<file path="src/rtl/label_encoder.sv">
// One-hot switch bank to 4-bit gesture class encoder: sync, debounce, one code per press
// over valid/ready, multi-hot flagged on code_err. Define LABEL_ENCODER_DEBOUNCE_EN to enable debounce.
module label_encoder #(
    parameter int DEBOUNCE_CYCLES = 1000000,
    parameter int CNT_W           = 20
) (
    input  logic       clk,
    input  logic       rst_n,
    input  logic [7:0] sw_in,
    input  logic       code_ready,
    output logic       code_valid,
    output logic [3:0] code_out,
    output logic       code_err,
    output logic       busy
);

    typedef enum logic [1:0] {IDLE, REPORT, WAIT_REL} state_t;

    state_t     state;
    logic [7:0] sync1, sync2, stable_q;
    logic       one_hot, multi;
    logic [2:0] enc;

    always_ff @(posedge clk or negedge rst_n) begin
        if (!rst_n) begin
            sync1 <= '0;
            sync2 <= '0;
        end else begin
            sync1 <= sw_in;
            sync2 <= sync1;
        end
    end

`ifdef LABEL_ENCODER_DEBOUNCE_EN
    localparam logic [CNT_W-1:0] CNT_MAX = CNT_W'(DEBOUNCE_CYCLES - 1);

    logic [7:0]       cand;
    logic [CNT_W-1:0] cnt;

    // cnt saturates at CNT_MAX, so a held pattern keeps reloading the same stable value
    always_ff @(posedge clk or negedge rst_n) begin
        if (!rst_n) begin
            cand     <= '0;
            cnt      <= '0;
            stable_q <= '0;
        end else if (sync2 != cand) begin
            cand <= sync2;
            cnt  <= '0;
        end else if (cnt == CNT_MAX) begin
            stable_q <= cand;
        end else begin
            cnt <= cnt + 1'b1;
        end
    end
`else
    logic unused_cfg;
    assign unused_cfg = &{1'b0, DEBOUNCE_CYCLES[0], CNT_W[0]};

    always_ff @(posedge clk or negedge rst_n) begin
        if (!rst_n) stable_q <= '0;
        else        stable_q <= sync2;
    end
`endif

    // bit7 maps to class 0, bit0..bit6 to classes 1..7
    always_comb begin
        enc = 3'd0;
        for (int i = 0; i < 7; i++)
            if (stable_q[i]) enc = 3'(i + 1);
    end

    assign one_hot = (stable_q != 8'h00) && ((stable_q & (stable_q - 8'h01)) == 8'h00);
    assign multi   = (stable_q != 8'h00) && !one_hot;

    always_ff @(posedge clk or negedge rst_n) begin
        if (!rst_n) begin
            state      <= IDLE;
            code_valid <= 1'b0;
            code_out   <= 4'd0;
            code_err   <= 1'b0;
            busy       <= 1'b0;
        end else begin
            code_err <= 1'b0;
            case (state)
                IDLE: begin
                    if (one_hot) begin
                        state      <= REPORT;
                        code_valid <= 1'b1;
                        code_out   <= {1'b0, enc};
                        busy       <= 1'b1;
                    end else if (multi) begin
                        state    <= WAIT_REL;
                        code_err <= 1'b1;
                        busy     <= 1'b1;
                    end
                end
                REPORT: begin
                    if (code_ready) begin
                        code_valid <= 1'b0;
                        if (stable_q != 8'h00) begin
                            state <= WAIT_REL;
                        end else begin
                            state <= IDLE;
                            busy  <= 1'b0;
                        end
                    end
                end
                WAIT_REL: begin
                    // a held button must be fully released before another code is issued
                    if (stable_q == 8'h00) begin
                        state <= IDLE;
                        busy  <= 1'b0;
                    end
                end
                default: begin
                    state      <= IDLE;
                    code_valid <= 1'b0;
                    busy       <= 1'b0;
                end
            endcase
        end
    end

endmodule

</file>
<file path="config.mk">
export PLATFORM = sky130hd
export DESIGN_NAME = label_encoder
export DESIGN_NICKNAME = d
export VERILOG_FILES = /design/src/rtl/label_encoder.sv
export SDC_FILE = /design/constraint.sdc
export NUM_CORES = 1
export LEC_CHECK = 0
export BUFFER_PORTS_ARGS = -buffer_cell sky130_fd_sc_hd__buf_2
export CAP_MARGIN = 20
export CORE_MARGIN = 2
export CORE_UTILIZATION = 39
export DETAILED_ROUTE_END_ITERATION = 8
export HOLD_SLACK_MARGIN = 0.12
export MAX_ROUTING_LAYER = met4
export PLACE_DENSITY = 0.62
export REMOVE_ABC_BUFFERS = 1
export SLEW_MARGIN = 20
export SYNTH_ARGS = -nofsm -noshare
export SYNTH_HDL_FRONTEND = slang
export SYNTH_SLANG_ARGS = --single-unit
</file>
<file path="constraint.sdc">
create_clock -name clk -period 1.82 [get_ports clk]
set_input_delay 0.364 -clock clk [delete_from_list [all_inputs] [get_ports clk]]
set_output_delay 0.364 -clock clk [all_outputs]
set_load 0.01 [all_outputs]
</file>
-- Yosys cells after proc, flatten, opt, wreduce, memory -nomap -nowiden
Index checks and enable logic that the tools add are counted.
- add/sub/neg operators: 1
- equality and inequality tests: 7
- multiplexer cells: 25
- bitwise logic cells: 2
- reduce and logical (&&, ||, !) cells: 11
- operator list (kind ; count):
    8-bit logical NOT ; 2
    2-bit two-way mux ; 7
    3-bit two-way mux ; 4
    1-bit two-way mux ; 11
    8-bit bitwise AND ; 1
    2-bit != test, second input constant ; 4
    8-bit nonzero test ; 1
    8-bit by 1-bit subtractor with 8-bit output, second input constant ; 1
    1-bit case mux with 3 select lines ; 2
    2-bit case mux with 3 select lines ; 1
    3-bit AND reduction ; 2
    4-bit AND reduction ; 1
    3-bit != test, second input constant ; 1
    2-bit by 1-bit == test with 1-bit output, second input constant ; 1
    2-bit == test, second input constant ; 1
    1-bit logical AND ; 2
    2-bit logical NOT ; 1
    2-bit AND reduction ; 1
    1-bit logical NOT ; 1
    1-bit NOT ; 1
- register bits: 32
- input port bits: 11
- output and inout port bits: 7
- word-level logic and storage cells: 54

-- Logic depth before layout (Yosys ltp)
- word-level depth: 9
- mapped depth: 5
- depth with buffers taken out: 5

-- Worst setup path after synthesis
No wires, ideal clock.
- path type: flip-flop to flip-flop
- from: register stable_q[4]
- to: register code_out[0]
- arrival: 1862 ps
- required time: 1693 ps
- path slack: -169 ps
- stages on the path, launching flop included: 6
- path buffers: 0
- cell sequence: dfrtp_1 or4_4 a2111oi_4 a31oi_2 nor4_2 mux2_1
- cells in the longest elaborated chain, start to end: 5
- elaborated cells between the ends (all ways): 9
- those cells by class: 1 x add/sub; 3 x mux; 1 x bitwise; 4 x reduce/logical
- ends and longest elaborated chain (element ; RTL line ; source):
    start, declared ; 20 ; logic [7:0] sync1, sync2, stable_q;
    start signal, assigned ; 61 ; else stable_q <= sync2;
    8-bit by 1-bit subtractor with 8-bit output ; 72 ; assign one_hot = (stable_q != 8'h00) && ((stable_q & (stable_q - 8'h01)) == 8'h00);
    8-bit bitwise AND ; 72 ;
    8-bit logical NOT ; 72 ;
    1-bit logical AND ; 72 ;
    2-bit AND reduction (no source line) ; -- ;
    end signal, assigned ; 89 ; code_out <= {1'b0, enc};
    end, declared ; 12 ; output logic [3:0] code_out,
Several ways; a longest one is shown, not always the timed one.
A chain may end at the register's enable or synchronous reset.

-- Final worst setup path
- from: register stable_q[4]
- to: register code_out[1]
Same word-level chain as after synthesis.

==> metrics.txt <==
CP arrival 2.25 ns; Fill cells 242; DIE AREA 3392 um2; # rows 19; slowest cell delay on critical path 0.58 ns; Die W 58.24 um; static leakage 0.6869 nW; final WL 1.862 mm; largest net degree at the start of global routing 33; hold crit path type input port to register; failing checks setup timing; min cycle time layout 2.038 ns; Netlist cell types 30; dpl cells 134; max-slew violation count 0; WL/cell 12.67 um; synthesis-to-layout area growth 29.99%; drc violations 0; MaxCap Viol Count 0; Port Buffer Count 16; Nets 126; post-route cell area 1491 um2; Final Non-Filler Cells 147; DP Wirelength 1.302 mm; CTS Buf Count 5; Syn Inst Count 80; Clock Latency Late Sink 0.32 ns; H-tree depth 2; maximum vdd ir drop 0.7198 mV; DR vias 712; Initial Util 0.4125; Finished Core Util 0.5362; Synth Register Bits 32; CTS sink count 32; post-synth top area share 0.6979; post-route setup slack -0.2180 ns; final period utilization 1.120; crit-path cells or4_4, or3_4, a31oi_4, nor4_4, mux2_1; CP Data Required Time 2.03 ns; critical path's slowest cell or4_4; ANT nets after route 0; register clock-pin slew on the reported worst setup and hold paths 0.10 ns; DRT iter0 DRCs 9; CTS tree done; CP Launch Type register; Die H 58.24 um; CORE AREA 2781 um2; routability cong. 0.7301; skew final 0.009259 ns; initial antenna violation count 0; final hold viol count 0; Design Power 1.442 mW; first-pass GRT wire length 3.201 mm; FF-to-FF path depth 5; vias in the first global route 755; layout cells sized above 1 0.3879; RSZ-0062 raised after global routing yes; drt pass-1 iters 4; Yosys warning total 0; CTS max path bufs 2; Yosys top cell by area dfrtp_1; Worst setup EP type register; placed inst area 1323 um2; IO Count 18; vias per inst 4.844; Mapped Area 1147 um2; Critical Path Fanout Max 4; Slew headroom 0.5546; Max Freq 490.7 MHz; final setup violating endpoints 8; GRT Overall Usage 0.1340; status finished, violations left; sequential-to-total area share from yosys stat 0.6979; GR Overflow Total 0; ant diodes 0; worst-margin pin slew 0.6681 ns; clk root buf clkbuf_4; syn avg cell area 14.34 um2; CP Class register to register; P per Cell Area 967.0 nW/um2; hold path cells 1; dominant cells by area after synthesis dfrtp_1 (70%), mux2_1 (2.9%), a2111oi_4 (2.4%)
[timing repair]
item / in CTS / in global routing
hold buffers: 1 / 1
setup buffers: 2 / 1
endpoints found under the hold margin: 32 / 1
gates resized for setup: 4 / 1
pin swaps: 1 / 1
endpoints found under the setup margin: 8 / 8
[critical path, delay by kind of cell (launching register included)]
family | cells | cell delay (ns)
flops | 1 | 0.40
simple gates | 3 | 1.02
mux | 1 | 0.33
compound gates | 1 | 0.19
[cell type report]
type / instances / area [um2] / share of cell area
clock buffer: 7 / 65.06 / 0.04362
multi-input combinational: 44 / 359.1 / 0.2408
timing repair buffer: 30 / 190.2 / 0.1275
tap: 31 / 38.79 / 0.02601
clock inverter: 1 / 30.03 / 0.02013
inverter: 2 / 7.507 / 0.005034
sequential: 32 / 800.8 / 0.5369
[registers in the layout, summed over array words and instances (netlist names)]
register,count
stable_q,8
sync1,8
sync2,8
code_out,3
state,2
busy,1
code_err,1
code_valid,1
[report_power, final]
group	switching [mW]	internal, mW
Combinational	0.0508	0.0421
Sequential	0.0164	0.742
Clock	0.226	0.365
Total	0.293	1.15
[per-stage QoR]
step / setup slack (ns) / hold WS (ns) / setup TNS (ns)
after floorplan: -0.1693 / 0.06841 / -0.6781
final: -0.2180 / 0.1538 / -1.170
after global routing: -0.2654 / 0.1204 / -1.550
after detailed placement: -0.2527 / 0.3347 / -1.107
after global placement: -0.1921 / 0.3326 / -0.8496
after CTS: -0.2034 / 0.1308 / -1.053
[cell usage in the layout (no fill, tap or decap), types with 2 or more instances in the layout]
cell type	count
nand2_1	4
nor2_1	5
buf_4	12
mux2_1	3
inv_1	2
nor3_1	3
buf_2	16
clkbuf_4	5
nand2b_1	3
clkbuf_8	2
a21o_1	2
dfrtp_1	32
dlygate4sd3_1	2
a21oi_1	4
[cells by family (layout without fill, tap and decap cells)]
logic type,after synthesis,in the layout,synth area share
AOI/OAI and AO/OA,16,16,0.1178
adders and majority gates,1,1,0.008724
buffers and inverters,4,40,0.01636
DFF,32,32,0.6979
muxes,3,3,0.02944
other,1,1,0.003268
and+or+nand+nor,23,23,0.1265
[cells in the mapped netlist]
| master | count |
|---|---|
| dfrtp_1 | 32 |
| a21oi_1 | 5 |
| nor2_1 | 5 |
| nand2_1 | 4 |
| mux2_1 | 3 |
| nand2b_1 | 3 |
| nor3_1 | 3 |
| a21o_1 | 2 |
| inv_1 | 2 |
| a2111oi_0 | 1 |
| a2111oi_4 | 1 |
| a21boi_0 | 1 |
| a221oi_1 | 1 |
| a31oi_2 | 1 |
| buf_4 | 1 |
| clkbuf_1 | 1 |
| conb_1 | 1 |
| maj3_1 | 1 |
| nand3b_1 | 1 |
| nor3b_1 | 1 |
| nor4_2 | 1 |
| nor4b_2 | 1 |
| o21ai_0 | 1 |
| o21ai_2 | 1 |
| o21bai_1 | 1 |
| o32ai_1 | 1 |
| or2_1 | 1 |
| or2_2 | 1 |
| or3_4 | 1 |
| or4_4 | 1 |
[worst paths after layout]
kind / start / end / slack [ns]
min: sw_in[2] / sync1[2] / 0.15
max in group asynchronous: rst_n / busy / 0.78
min reg2reg: sync2[3] / stable_q[3] / 0.35
max reg2reg: stable_q[4] / code_out[1] / -0.22
min in group asynchronous: rst_n / sync2[4] / 0.61
max: stable_q[4] / code_out[1] / -0.22
[per-layer routing]
metal  GRT usage  up-vias  part of all wire
li1            -      347                 -
met1      0.1441      350              0.42
met2      0.2127       13              0.54
met3     0.04464        2             0.031
met4     0.08306        0            0.0070
met5           -        -                 0
Power figures use the tool's default switching activity.
